`config.mk`:
```
export PLATFORM = sky130hd
export DESIGN_NAME = shiftreg_ctrl_flat
export DESIGN_NICKNAME = d
export VERILOG_FILES = /design/src/rtl/shiftreg_ctrl_if.sv /design/src/rtl/shiftreg_ctrl.sv /design/src/flat_wrapper.sv
export SDC_FILE = /design/constraint.sdc
export NUM_CORES = 1
export LEC_CHECK = 0
export CAP_MARGIN = 20
export CORE_UTILIZATION = 35
export CTS_BUF_LIST = sky130_fd_sc_hd__clkbuf_2 sky130_fd_sc_hd__clkbuf_4 sky130_fd_sc_hd__clkbuf_8
export DETAILED_ROUTE_END_ITERATION = 8
export PLACE_DENSITY = 0.67
export SETUP_SLACK_MARGIN = 0.1
export SYNTH_ARGS = -nofsm -noshare
export SYNTH_HDL_FRONTEND = slang
export SYNTH_SLANG_ARGS = --single-unit
```
`constraint.sdc`:
```
create_clock -name clk -period 2.3 [get_ports clk]
set_input_delay 0.575 -clock clk [delete_from_list [all_inputs] [get_ports clk]]
set_output_delay 0.575 -clock clk [all_outputs]
set_load 0.01 [all_outputs]
```
`src/rtl/shiftreg_ctrl_if.sv`:
```
// shiftreg_ctrl_if: request/response handshake and external shift-register bus of shiftreg_ctrl.
interface shiftreg_ctrl_if #(
    parameter int WIDTH = 24
);
    logic             req_valid_i;
    logic             req_ready_o;
    logic [WIDTH-1:0] req_data_i;
    logic             sr_din_o;
    logic             sr_shift_en_o;
    logic             sr_latch_o;
    logic [WIDTH-1:0] dout_parallel_i;
    logic             rsp_valid_o;
    logic             rsp_ready_i;
    logic [WIDTH-1:0] rsp_data_o;
    logic             abort_i;
    logic             busy_o;

    modport slave (
        input  req_valid_i, req_data_i, dout_parallel_i, rsp_ready_i, abort_i,
        output req_ready_o, sr_din_o, sr_shift_en_o, sr_latch_o, rsp_valid_o, rsp_data_o, busy_o
    );

    modport master (
        output req_valid_i, req_data_i, dout_parallel_i, rsp_ready_i, abort_i,
        input  req_ready_o, sr_din_o, sr_shift_en_o, sr_latch_o, rsp_valid_o, rsp_data_o, busy_o
    );
endinterface

```
`src/rtl/shiftreg_ctrl.sv`:
```
// shiftreg_ctrl: serialises a word into an external shift register, latches it and captures the parallel readback.
// Define SHIFTREG_CTRL_MSB_FIRST_EN to shift MSB first; LSB first otherwise.
module shiftreg_ctrl #(
    parameter int WIDTH = 24,
    parameter int DIV   = 1
) (
    input logic            clk,
    input logic            reset_ni,
    shiftreg_ctrl_if.slave bus
);
    localparam logic [2:0] S_IDLE    = 3'd0;
    localparam logic [2:0] S_SHIFT   = 3'd1;
    localparam logic [2:0] S_LATCH   = 3'd2;
    localparam logic [2:0] S_CAPTURE = 3'd3;
    localparam logic [2:0] S_RESP    = 3'd4;
    localparam logic [7:0] SLOT_LAST = 8'(DIV - 1);
    localparam logic [6:0] BIT_LAST  = 7'(WIDTH - 1);
    localparam logic [WIDTH-1:0] ONE = {{(WIDTH-1){1'b0}}, 1'b1};

    logic [2:0]       state_q, state_d;
    logic [7:0]       slot_q, slot_d;
    logic [6:0]       bit_q, bit_d;
    logic [WIDTH-1:0] shadow_q, shadow_d;
    logic [WIDTH-1:0] rsp_data_q, rsp_data_d;
    logic             din_q, din_d;
    logic             shift_en_q, shift_en_d;
    logic             latch_q, latch_d;
    logic             rsp_valid_q, rsp_valid_d;
    logic             first_bit, next_bit;
    logic [6:0]       next_idx;

`ifdef SHIFTREG_CTRL_MSB_FIRST_EN
    assign first_bit = bus.req_data_i[WIDTH-1];
    assign next_idx  = BIT_LAST - 7'd1 - bit_q;
`else
    assign first_bit = bus.req_data_i[0];
    assign next_idx  = bit_q + 7'd1;
`endif
    assign next_bit = |(shadow_q & (ONE << next_idx));

    // Strobes are registered: each is prepared on the edge that opens its cycle.
    always_comb begin
        state_d     = state_q;
        slot_d      = slot_q;
        bit_d       = bit_q;
        shadow_d    = shadow_q;
        din_d       = din_q;
        shift_en_d  = 1'b0;
        latch_d     = 1'b0;
        rsp_valid_d = rsp_valid_q;
        rsp_data_d  = rsp_data_q;
        case (state_q)
            S_IDLE: if (bus.req_valid_i) begin
                state_d    = S_SHIFT;
                shadow_d   = bus.req_data_i;
                din_d      = first_bit;
                shift_en_d = 1'b1;
                slot_d     = 8'd0;
                bit_d      = 7'd0;
            end
            S_SHIFT: if (slot_q == SLOT_LAST) begin
                slot_d = 8'd0;
                if (bit_q == BIT_LAST) begin
                    bit_d   = 7'd0;
                    state_d = S_LATCH;
                    latch_d = 1'b1;
                end else begin
                    bit_d      = bit_q + 7'd1;
                    din_d      = next_bit;
                    shift_en_d = 1'b1;
                end
            end else begin
                slot_d = slot_q + 8'd1;
            end
            S_LATCH: state_d = S_CAPTURE;
            S_CAPTURE: begin
                state_d     = S_RESP;
                rsp_data_d  = bus.dout_parallel_i;
                rsp_valid_d = 1'b1;
            end
            S_RESP: if (bus.rsp_ready_i) begin
                state_d     = S_IDLE;
                rsp_valid_d = 1'b0;
            end
            default: state_d = S_IDLE;
        endcase
        if (bus.abort_i && state_q != S_IDLE) begin
            state_d     = S_IDLE;
            slot_d      = 8'd0;
            bit_d       = 7'd0;
            shift_en_d  = 1'b0;
            latch_d     = 1'b0;
            rsp_valid_d = 1'b0;
            rsp_data_d  = rsp_data_q;
        end
    end

    always_ff @(posedge clk or negedge reset_ni) begin
        if (!reset_ni) begin
            state_q     <= S_IDLE;
            slot_q      <= 8'd0;
            bit_q       <= 7'd0;
            shadow_q    <= '0;
            rsp_data_q  <= '0;
            din_q       <= 1'b0;
            shift_en_q  <= 1'b0;
            latch_q     <= 1'b0;
            rsp_valid_q <= 1'b0;
        end else begin
            state_q     <= state_d;
            slot_q      <= slot_d;
            bit_q       <= bit_d;
            shadow_q    <= shadow_d;
            rsp_data_q  <= rsp_data_d;
            din_q       <= din_d;
            shift_en_q  <= shift_en_d;
            latch_q     <= latch_d;
            rsp_valid_q <= rsp_valid_d;
        end
    end

    assign bus.req_ready_o   = state_q == S_IDLE;
    assign bus.busy_o        = state_q != S_IDLE;
    assign bus.sr_din_o      = din_q;
    assign bus.sr_shift_en_o = shift_en_q;
    assign bus.sr_latch_o    = latch_q;
    assign bus.rsp_valid_o   = rsp_valid_q;
    assign bus.rsp_data_o    = rsp_data_q;
endmodule

```
`src/flat_wrapper.sv`:
```
// flat-port wrapper written by rule: the top's interface ports become plain ports
module shiftreg_ctrl_flat 
#(
    parameter int WIDTH = 24,
    parameter int DIV   = 1
)
  (clk, reset_ni, bus_req_valid_i, bus_req_data_i, bus_dout_parallel_i, bus_rsp_ready_i, bus_abort_i, bus_req_ready_o, bus_sr_din_o, bus_sr_shift_en_o, bus_sr_latch_o, bus_rsp_valid_o, bus_rsp_data_o, bus_busy_o);
  shiftreg_ctrl_if #(.WIDTH(WIDTH)) bus_i ();
  input logic clk;
  input logic reset_ni;
  input wire logic [$bits(bus_i.req_valid_i)-1:0] bus_req_valid_i;
  input wire logic [$bits(bus_i.req_data_i)-1:0] bus_req_data_i;
  input wire logic [$bits(bus_i.dout_parallel_i)-1:0] bus_dout_parallel_i;
  input wire logic [$bits(bus_i.rsp_ready_i)-1:0] bus_rsp_ready_i;
  input wire logic [$bits(bus_i.abort_i)-1:0] bus_abort_i;
  output wire logic [$bits(bus_i.req_ready_o)-1:0] bus_req_ready_o;
  output wire logic [$bits(bus_i.sr_din_o)-1:0] bus_sr_din_o;
  output wire logic [$bits(bus_i.sr_shift_en_o)-1:0] bus_sr_shift_en_o;
  output wire logic [$bits(bus_i.sr_latch_o)-1:0] bus_sr_latch_o;
  output wire logic [$bits(bus_i.rsp_valid_o)-1:0] bus_rsp_valid_o;
  output wire logic [$bits(bus_i.rsp_data_o)-1:0] bus_rsp_data_o;
  output wire logic [$bits(bus_i.busy_o)-1:0] bus_busy_o;
  assign bus_i.req_valid_i = bus_req_valid_i;
  assign bus_i.req_data_i = bus_req_data_i;
  assign bus_i.dout_parallel_i = bus_dout_parallel_i;
  assign bus_i.rsp_ready_i = bus_rsp_ready_i;
  assign bus_i.abort_i = bus_abort_i;
  assign bus_req_ready_o = bus_i.req_ready_o;
  assign bus_sr_din_o = bus_i.sr_din_o;
  assign bus_sr_shift_en_o = bus_i.sr_shift_en_o;
  assign bus_sr_latch_o = bus_i.sr_latch_o;
  assign bus_rsp_valid_o = bus_i.rsp_valid_o;
  assign bus_rsp_data_o = bus_i.rsp_data_o;
  assign bus_busy_o = bus_i.busy_o;
  shiftreg_ctrl #(.WIDTH(WIDTH), .DIV(DIV)) u_core (.clk(clk), .reset_ni(reset_ni), .bus(bus_i));
endmodule
```
* Word level (Yosys, flattened, before mapping)
Cells that the tools add are included.
** Word-level totals
- Register bits :: 70
- Input bits :: 53
- Output and inout port bits :: 30
- Logic and storage cells :: 72
** Operators by class
- Add/subtract/negate cells :: 2
- Equality and inequality tests :: 12
- Shift operators :: 1
- Multiplexer cells :: 31
- Bitwise gates (word level) :: 2
- Reduce and logical (&&, ||, !) cells :: 15
** Operator list (count)
- $mux 7 :: 4
- $and 24x24->24 :: 1
- $mux 8 :: 3
- $reduce_or 24->1 :: 1
- $shl 1x7->24 const A :: 1
- $pmux 8 s2 :: 1
- $mux 3 :: 5
- $pmux 3 s5 :: 1
- $pmux 7 s2 :: 1
- $mux 1 :: 13
- $reduce_bool 3->1 :: 3
- $add 8x1->8 const B :: 1
- $logic_not 8->1 :: 1
- $reduce_and 2->1 :: 4
- $reduce_and 4->1 :: 2
- $add 7x1->7 const B :: 1
- $eq 7x5->1 const B :: 1
- $eq 3x2->1 const B :: 2
- $ne 3x1->1 const B :: 2
- $ne 3x2->1 const B :: 2
- $pmux 1 s2 :: 3
- $ne 2x2->1 const B :: 2
- $eq 3x1->1 const B :: 1
- $eq 3x3->1 const B :: 1
- 6 further kinds :: 6

* Logic depth before layout (Yosys ltp)
Gate-level depths: netlist of run 1.
- Depth after elaboration :: 7
- Gate-level depth with buffers :: 9
- Gate-level depth less buffers :: 8

* Worst setup path before layout of run 1
No wires, ideal clock.
- Path kind :: reg-to-reg
- Start :: register u_core.bit_q[0]
- End :: register u_core.din_q (netlist: u_core.bus.sr_din_o)
- Library setup time :: 121 ps
- Data arrival time :: 1946 ps
- Data required time :: 2179 ps
- Slack :: 233 ps
- Stages on the path, launching flop included :: 9
- Path buffers :: 1
- Period minus slack after synthesis :: 2067 ps
- Cell sequence :: dfrtp_1 > ha_1 > xor2_1 > buf_4 > mux2_2 > o211ai_1 > o22ai_1 > a21oi_1 > o21ai_1
** On the way
- Longest elaborated chain between the ends :: 7
- Elaborated cells on any way between the ends :: 10
- Classes of those cells :: 1 x add/sub; 2 x eq/ne; 1 x shift; 3 x mux; 1 x bitwise; 2 x reduce/logical
** Ends and longest elaborated chain
- start, declared :: line shiftreg_ctrl.sv:22 : logic [6:0] bit_q, bit_d;
- start signal, assigned :: line shiftreg_ctrl.sv:112 : bit_q <= bit_d;
- $add 7x1->7 :: line shiftreg_ctrl.sv:37 : assign next_idx = bit_q + 7'd1;
- $shl 1x7->24 :: line shiftreg_ctrl.sv:39 : assign next_bit = |(shadow_q & (ONE << next_idx));
- $and 24x24->24 :: line shiftreg_ctrl.sv:39
- $reduce_or 24->1 :: line shiftreg_ctrl.sv:39
- $mux 1 :: line shiftreg_ctrl.sv:63 : if (bit_q == BIT_LAST) begin
- $mux 1 :: line shiftreg_ctrl.sv:61 : S_SHIFT: if (slot_q == SLOT_LAST) begin
- $pmux 1 s2 :: line shiftreg_ctrl.sv:52 : case (state_q)
- end signal, assigned :: line shiftreg_ctrl.sv:115 : din_q <= din_d;
- end, declared :: line shiftreg_ctrl.sv:25 : logic din_q, din_d;
Several ways; a longest one is shown, not always the timed one. The select of a mux whose other input is x is not followed.
A chain may end at the register's enable or synchronous reset.

* Worst setup path after layout of run 1
- Start :: register u_core.slot_q[1]
- End :: register u_core.bit_q[2]
** On the way
- Longest elaborated chain between the ends :: 3
** Ends and longest elaborated chain
- start, declared :: line shiftreg_ctrl.sv:21 : logic [7:0] slot_q, slot_d;
- start signal, assigned :: line shiftreg_ctrl.sv:111 : slot_q <= slot_d;
- $logic_not 8->1 :: line shiftreg_ctrl.sv:61
- $ne 3x1->1 (no line)
- $reduce_and 3->1 (no line)
Every way passes these cells.

==> results of run 1 <==
[placed cells by master (no fill, tap or decap), types with 2 or more instances in the layout]
cell type	count
clkdlybuf4s50_1	79
clkbuf_8	9
clkbuf_4	2
nor3_1	3
and3_1	4
o21ai_0	19
buf_4	21
mux2i_1	3
inv_1	7
xor2_1	5
a211oi_1	3
nand2b_1	3
mux2_2	48
a31oi_1	4
dlymetal6s2s_1	2
nor2b_1	3
bufinv_16	2
nand3_1	7
nor3b_1	5
nand2_1	18
nor4_1	2
ha_1	3
a21oi_1	6
nor2_1	13
mux4_2	2
or3_1	2
nor3_2	2
nand4_1	2
o21ai_1	5
dfrtp_1	69
buf_12	3
[kinds of logic (layout without fill, tap and decap cells)]
| kind of cell | after synthesis | count (layout) | synth area share (%) |
|---|---|---|---|
| xor gates and xnor gates | 7 | 7 | 1.86 |
| and+or+nand+nor | 75 | 75 | 12.6 |
| buffers and inverters | 25 | 128 | 3.42 |
| adders and majority gates | 3 | 3 | 1.14 |
| DFF | 70 | 70 | 53.2 |
| muxes | 53 | 53 | 18.7 |
| AOI/OAI and AO/OA | 50 | 50 | 9.19 |
[state kept, by name (all words and copies together) (netlist names)]
name	cells
u_core.bit_q	7
u_core.bus.rsp_data_o	24
u_core.bus.rsp_valid_o	1
u_core.bus.sr_din_o	1
u_core.bus.sr_latch_o	1
u_core.bus.sr_shift_en_o	1
u_core.shadow_q	24
u_core.slot_q	8
u_core.state_q	3
[critical path: stages, from the launching register on]
cell	delay, ps
dfrtp_1	420
inv_1	70
ha_1	130
or4b_4	470
nor4_4	410
nor2b_2	90
or2_4	280
o21ai_1	140
o21ai_1	80
[final timing paths]
kind                                      from                   to  slack [ps]
setup / recovery              u_core.slot_q[1]      u_core.bit_q[2]          90
hold / removal                        reset_ni  u_core.shadow_q[14]         250
setup reg to reg              u_core.slot_q[1]      u_core.bit_q[2]          90
hold reg to reg            u_core.shadow_q[16]  u_core.shadow_q[16]         500
max in group asynchronous             reset_ni    u_core.state_q[2]        1730
min in group clk           u_core.shadow_q[16]  u_core.shadow_q[16]         500
[stage by stage]
step / cell area [µm²] / TNS, ps / cells / utilization, %
after floorplan: 3300 / 0 / 283 / -
after global placement: 4360 / 0 / 478 / 47.4
after detailed placement: 4360 / 0 / 478 / 47.4
after CTS: 4580 / 0 / 494 / 49.8
after global routing: 4650 / -11.2 / 497 / 50.5
final: 4650 / 0 / 497 / 50.5
[power groups by stage]
| stage | sequential, mW | combinational [mW] | clock [mW] |
|---|---|---|---|
| 4_1_cts | 1.44 | 0.631 | 1.09 |
| 2_1_floorplan | 1.46 | 0.321 | 0 |
| 3_5_place_dp | 1.47 | 0.626 | 0 |
| 3_3_place_gp | 1.46 | 0.616 | 0 |
| 6_report | 1.44 | 0.631 | 1.07 |
| 5_1_grt | 1.46 | 0.692 | 1.14 |
[cell usage after synthesis (all sizes together)]
cell type and number:
o22ai 1, buf 8, and4 1, o211ai 1, a31o 1, dfrtp 70
or4 1, o31ai 2, xor2 6, nor4 3, nand2b 3, a22oi 1
and2 1, or4b 2, or2 1, clkbuf 10, a211oi 3, mux2 48
mux2i 3, mux4 2, a21o 1, a21oi 6, or3 2, nor3 5
ha 3, nand4 2, inv 7, o21a 1, nand4b 1, o31a 1
nor2b 4, nand3 8, a211o 1, a31oi 4, a22o 1, nand2 18
o21ai 25, nor2 14, nor3b 5, a221o 1, xnor2 1, and3 4
[what timing repair did]
| action | 4_1_cts | 5_1_grt |
|---|---|---|
| resized for setup | 1 | 12 |
| setup buffers | 1 | 3 |
| pin swaps | 0 | 3 |
| endpoints found under the setup margin | 2 | 10 |
[layer usage]
metal / global-route usage [%] / vias up / routed length [µm]
met2: 24.2 / 67 / 3420
met4: 6.20 / 0 / 107
met3: 5.46 / 9 / 453
li1: - / 1208 / -
met5: 0 / - / 0
met1: 20.8 / 1270 / 3240
[layout make-up]
class	count	area, µm²
inverters	7	26.3
repair buffers	106	1040
well taps	111	139
fillers	816	4550
clock buffers	11	139
multi-input cells	188	1480
clock inverters	4	72.6
flip-flops and latches	70	1750
==> impl_metrics.toml, run 1 <==
[status]
outcome = "complete, no violations"

[synth]
syn_area_um2 = 3300
syn_nets = 339
synth_top_area_share_pct = 53.2
syn_inst = 283
synthTopCellsByArea = "dfrtp_1 53%, mux2_2 16%, o21ai_0 3.0%"
ys.warnings.count = 0
yosysTopAreaCell = "dfrtp_1"
yosysSeqAreaShare_pct = 53.2
netlist-cell-type-count = 49
ys_ff_latch = 70
syn_area_per_cell_um2 = 11.6

[timing]
maxSlewViolCount = 0
fin_crit_sh_pct = 96.1
hold_ws_ps = 247
skew_ps = 12.1
relSlewSlack_pct = 55.8
fmax_mhz = 452
setup_viol = 0
rsz0062_at_grt = "yes"
tightestPinTransition_ps = 662
worst_slack_ps = 89.4
min_period_ps = 2210
hold_viol = 0

[detailed_routing]
drtIter0Drc = 111
wl_um = 7220
num_vias = 2554
avgRoutedWirePerCell_um = 14.5
drc = 0
drtPass1Iterations = 4
drtAntennaViolNets = 0
avgViaCountPerCell = 5.14

[grt]
grt_overflow = 0
grt_pass1_wl_um = 12200
grt_pass1_vias = 2540
grt_max_degree = 71
antenna_found_initial = 0
grt_usage_pct = 15.9

[setup_path]
cp.arrival_ps = 2430
cp_max_fo = 7
ff2ff_path_depth = 8
endpoint_kind = "flip-flop"
start_kind = "flip-flop"
cp.required_ps = 2520
path_class = "reg -> reg"

[placement]
dp.final_hpwl_um = 5100
place_ws_ps = 70.0
gp_congestion = 0.768
port_buffers = 82

[clock_tree]
cts_hold_buffers = 0
numClockSinks = 70
cts_buffers = 9
clock_latency_ps = 340
htree_levels = 3
cts.path.max_buffers = 2
path_clk_slew_ps = 80
root_buffer = "clkbuf_8"
cts_tree = "yes"

[power]
netSwitchingPower_mw = 0.768
power.share.combinational_pct = 20.1
power_mw = 3.14
cellPowerDensity_nw_per_um2 = 676
p_seq_share_pct = 45.8
switching_share_pct = 24.5
p_int_mw = 2.37
clkPwrFrac_pct = 34.1
leakage_nw = 1.99
ir_drop_mv = 0.329

[flow_run]
drv_cap = 0

[die]
io_pins = 83
dieWidth_um = 99.0
start_util_pct = 35.8
die_y_um = 99.0
die_area_um2 = 9810
rows = 35
coreArea_um2 = 9200

[layout]
fin_nets = 438
synthToLayoutAreaGrowth_pct = 41.0
drive_gt1_share_pct = 27.2
n_antenna_cell = 0

[min_path]
holdCritPathClass = "in -> async"
Note: power is estimated with default switching activity, not from simulation.
==> inputs of run 2 (changes only) <==
clock period = 2.8 ns   (was 2.3 ns; I/O delays follow)
==> run 2 against run 1 <==
  * Combinational power decreased by 22%
  * Die area is the same
  * First-iteration DRC count rose by 9.9%
  * Core utilization fell by 1.8 points
  * Critical path type is now reg -> out
  * Sequential share of layout area rose by 1.4 points
  * Final cell count down 2.4%
  * Hold slack improved by 160 ps
  * Cell area is 3.6% lower
  * Critical path depth shrank 5
==> impl_metrics.toml, run 2 (synthesized netlist as in run 1, its figures left out) <==
[status]
outcome = "complete, no violations"

[timing]
relSlewSlack_pct = 51.7
fmax_mhz = 412
hold_ws_ps = 409
fin_setup_tns_ps = 0
rsz0062_at_grt = "no"
tightestPinTransition_ps = 725
setup_viol = 0
maxSlewViolCount = 0
fin_crit_sh_pct = 86.7
hold_viol = 0
min_period_ps = 2430
skew_ps = 7.75

[grt]
grt_pass1_wl_um = 11700
grt_max_degree = 41
grt_usage_pct = 15.2
grt_pass1_vias = 2424
antenna_found_initial = 0
grt_overflow = 0

[power]
p_seq_share_pct = 46.4
clkPwrFrac_pct = 34.4
leakage_nw = 1.90
cellPowerDensity_nw_per_um2 = 572
switching_share_pct = 24.9
ir_drop_mv = 0.327
netSwitchingPower_mw = 0.637
power.share.combinational_pct = 19.2
p_int_mw = 1.93

[detailed_routing]
wl_um = 6920
num_vias = 2455
drc = 0
drtPass1Iterations = 4
avgRoutedWirePerCell_um = 14.3
drtIter0Drc = 122
avgViaCountPerCell = 5.06
drtAntennaViolNets = 0

[layout]
fin_nets = 425
final_cell_mix = "81 x clkdlybuf4s50_1, 70 x dfrtp_1, 48 x mux2_2"
final_common_cell = "clkdlybuf4s50_1"
n_fill_cell = 848
n_antenna_cell = 0
drive_gt1_share_pct = 22.7
synthToLayoutAreaGrowth_pct = 36.0

[setup_path]
cpLargestDelayFamily = "buffers and inverters"
r2r-end = "u_core.bit_q[3]"
r2r-start = "u_core.slot_q[0]"
cp-endpoint = "bus_req_ready_o"
cp_max_fo = 10
cp-startpoint = "u_core.state_q[1]"
ff2ff_path_depth = 8
endpoint_kind = "output pin"
cp.required_ps = 2100
cp_slowest_cell = "clkdlybuf4s50_1"
cp_num_buf_inv = 2
ff2ff_setup_slack_ps = 560
cp.arrival_ps = 1730
cp_num_cells = 3
start_kind = "flip-flop"
path_cells = "nor3_1 -> buf_4 -> clkdlybuf4s50_1"
critPathMaxStageDelay_ps = 530
path_class = "reg -> out"

[min_path]
holdCritPathClass = "in -> async"

[placement]
dp.final_hpwl_um = 5110
gp_congestion = 0.826
port_buffers = 82

[clock_tree]
htree_levels = 3
cts_resized = 0
path_clk_slew_ps = 70
post-cts-setup-buffers = 0
numClockSinks = 70
cts.path.max_buffers = 2
clock_latency_ps = 340
root_buffer = "clkbuf_8"
cts_tree = "yes"
cts_buffers = 9
cts_hold_buffers = 0

[die]
die_area_um2 = 9810
rows = 35
dieWidth_um = 99.0
die_y_um = 99.0
start_util_pct = 35.8
io_pins = 83
coreArea_um2 = 9200

[flow_run]
drv_cap = 0
-- run 2: cell types whose count changed in the layout (fill, tap and decap cells not counted), sizes merged --
cell,change
buf,-13
clkdlybuf4s50,+2
clkinv,+2
dlymetal6s2s,-2
clkbuf,-1
-- run 2: power groups by stage --
stage	combinational, mW	sequential, mW	clock (mW)
finish	0.493	1.19	0.882
global route	0.540	1.20	0.957
global placement	0.491	1.20	0
detailed placement	0.499	1.21	0
floorplan	0.264	1.20	0
CTS	0.501	1.19	0.909
-- run 2: worst register-to-register path: stages (launching register included) --
cell and delay, ps:
dfrtp_1 430, inv_1 80, ha_1 130, or4b_4 470, nor4_4 310, nor2b_2 130, or2_1 350, o21ai_2 160
o31ai_1 70
-- run 2: layout make-up --
| class | instances | area, µm² | share of cell area (%) |
|---|---|---|---|
| clock inverters | 6 | 86.3 | 1.93 |
| clock buffers | 10 | 131 | 2.93 |
| flip-flops and latches | 70 | 1750 | 39.1 |
| inverters | 7 | 26.3 | 0.586 |
| multi-input cells | 188 | 1440 | 32.0 |
| repair buffers | 93 | 911 | 20.3 |
| well taps | 111 | 139 | 3.10 |
-- run 2: per-layer routing --
metal	wire length [µm]	GRT usage, %
met1	3220	20.9
met2	3180	22.3
met3	400	4.82
met4	119	5.86
met5	0	0
-- run 2: per-stage QoR --
step / util, % / std cells / total power [mW] / cell area [µm²] / setup WS [ps]
floorplan: - / 283 / 1.46 / 3300 / 712
global placement: 46.4 / 469 / 1.70 / 4260 / 527
detailed placement: 46.4 / 469 / 1.71 / 4260 / 441
CTS: 48.7 / 485 / 2.60 / 4480 / 356
global route: 48.7 / 485 / 2.70 / 4480 / 282
finish: 48.7 / 485 / 2.56 / 4480 / 373
-- run 2: how the worst min path moves through the flow --
stage                                    from                   to  slack, ps  cells past startpoint
after CTS                            reset_ni   u_core.shadow_q[2]        430                      1
after global routing                 reset_ni   u_core.shadow_q[2]        460                      1
after floorplan                      reset_ni      u_core.bit_q[0]        400                      0
after global placement     u_core.shadow_q[1]   u_core.shadow_q[1]        490                      1
after detailed placement  u_core.shadow_q[18]  u_core.shadow_q[18]        500                      1
final                                reset_ni  u_core.shadow_q[11]        410                      1
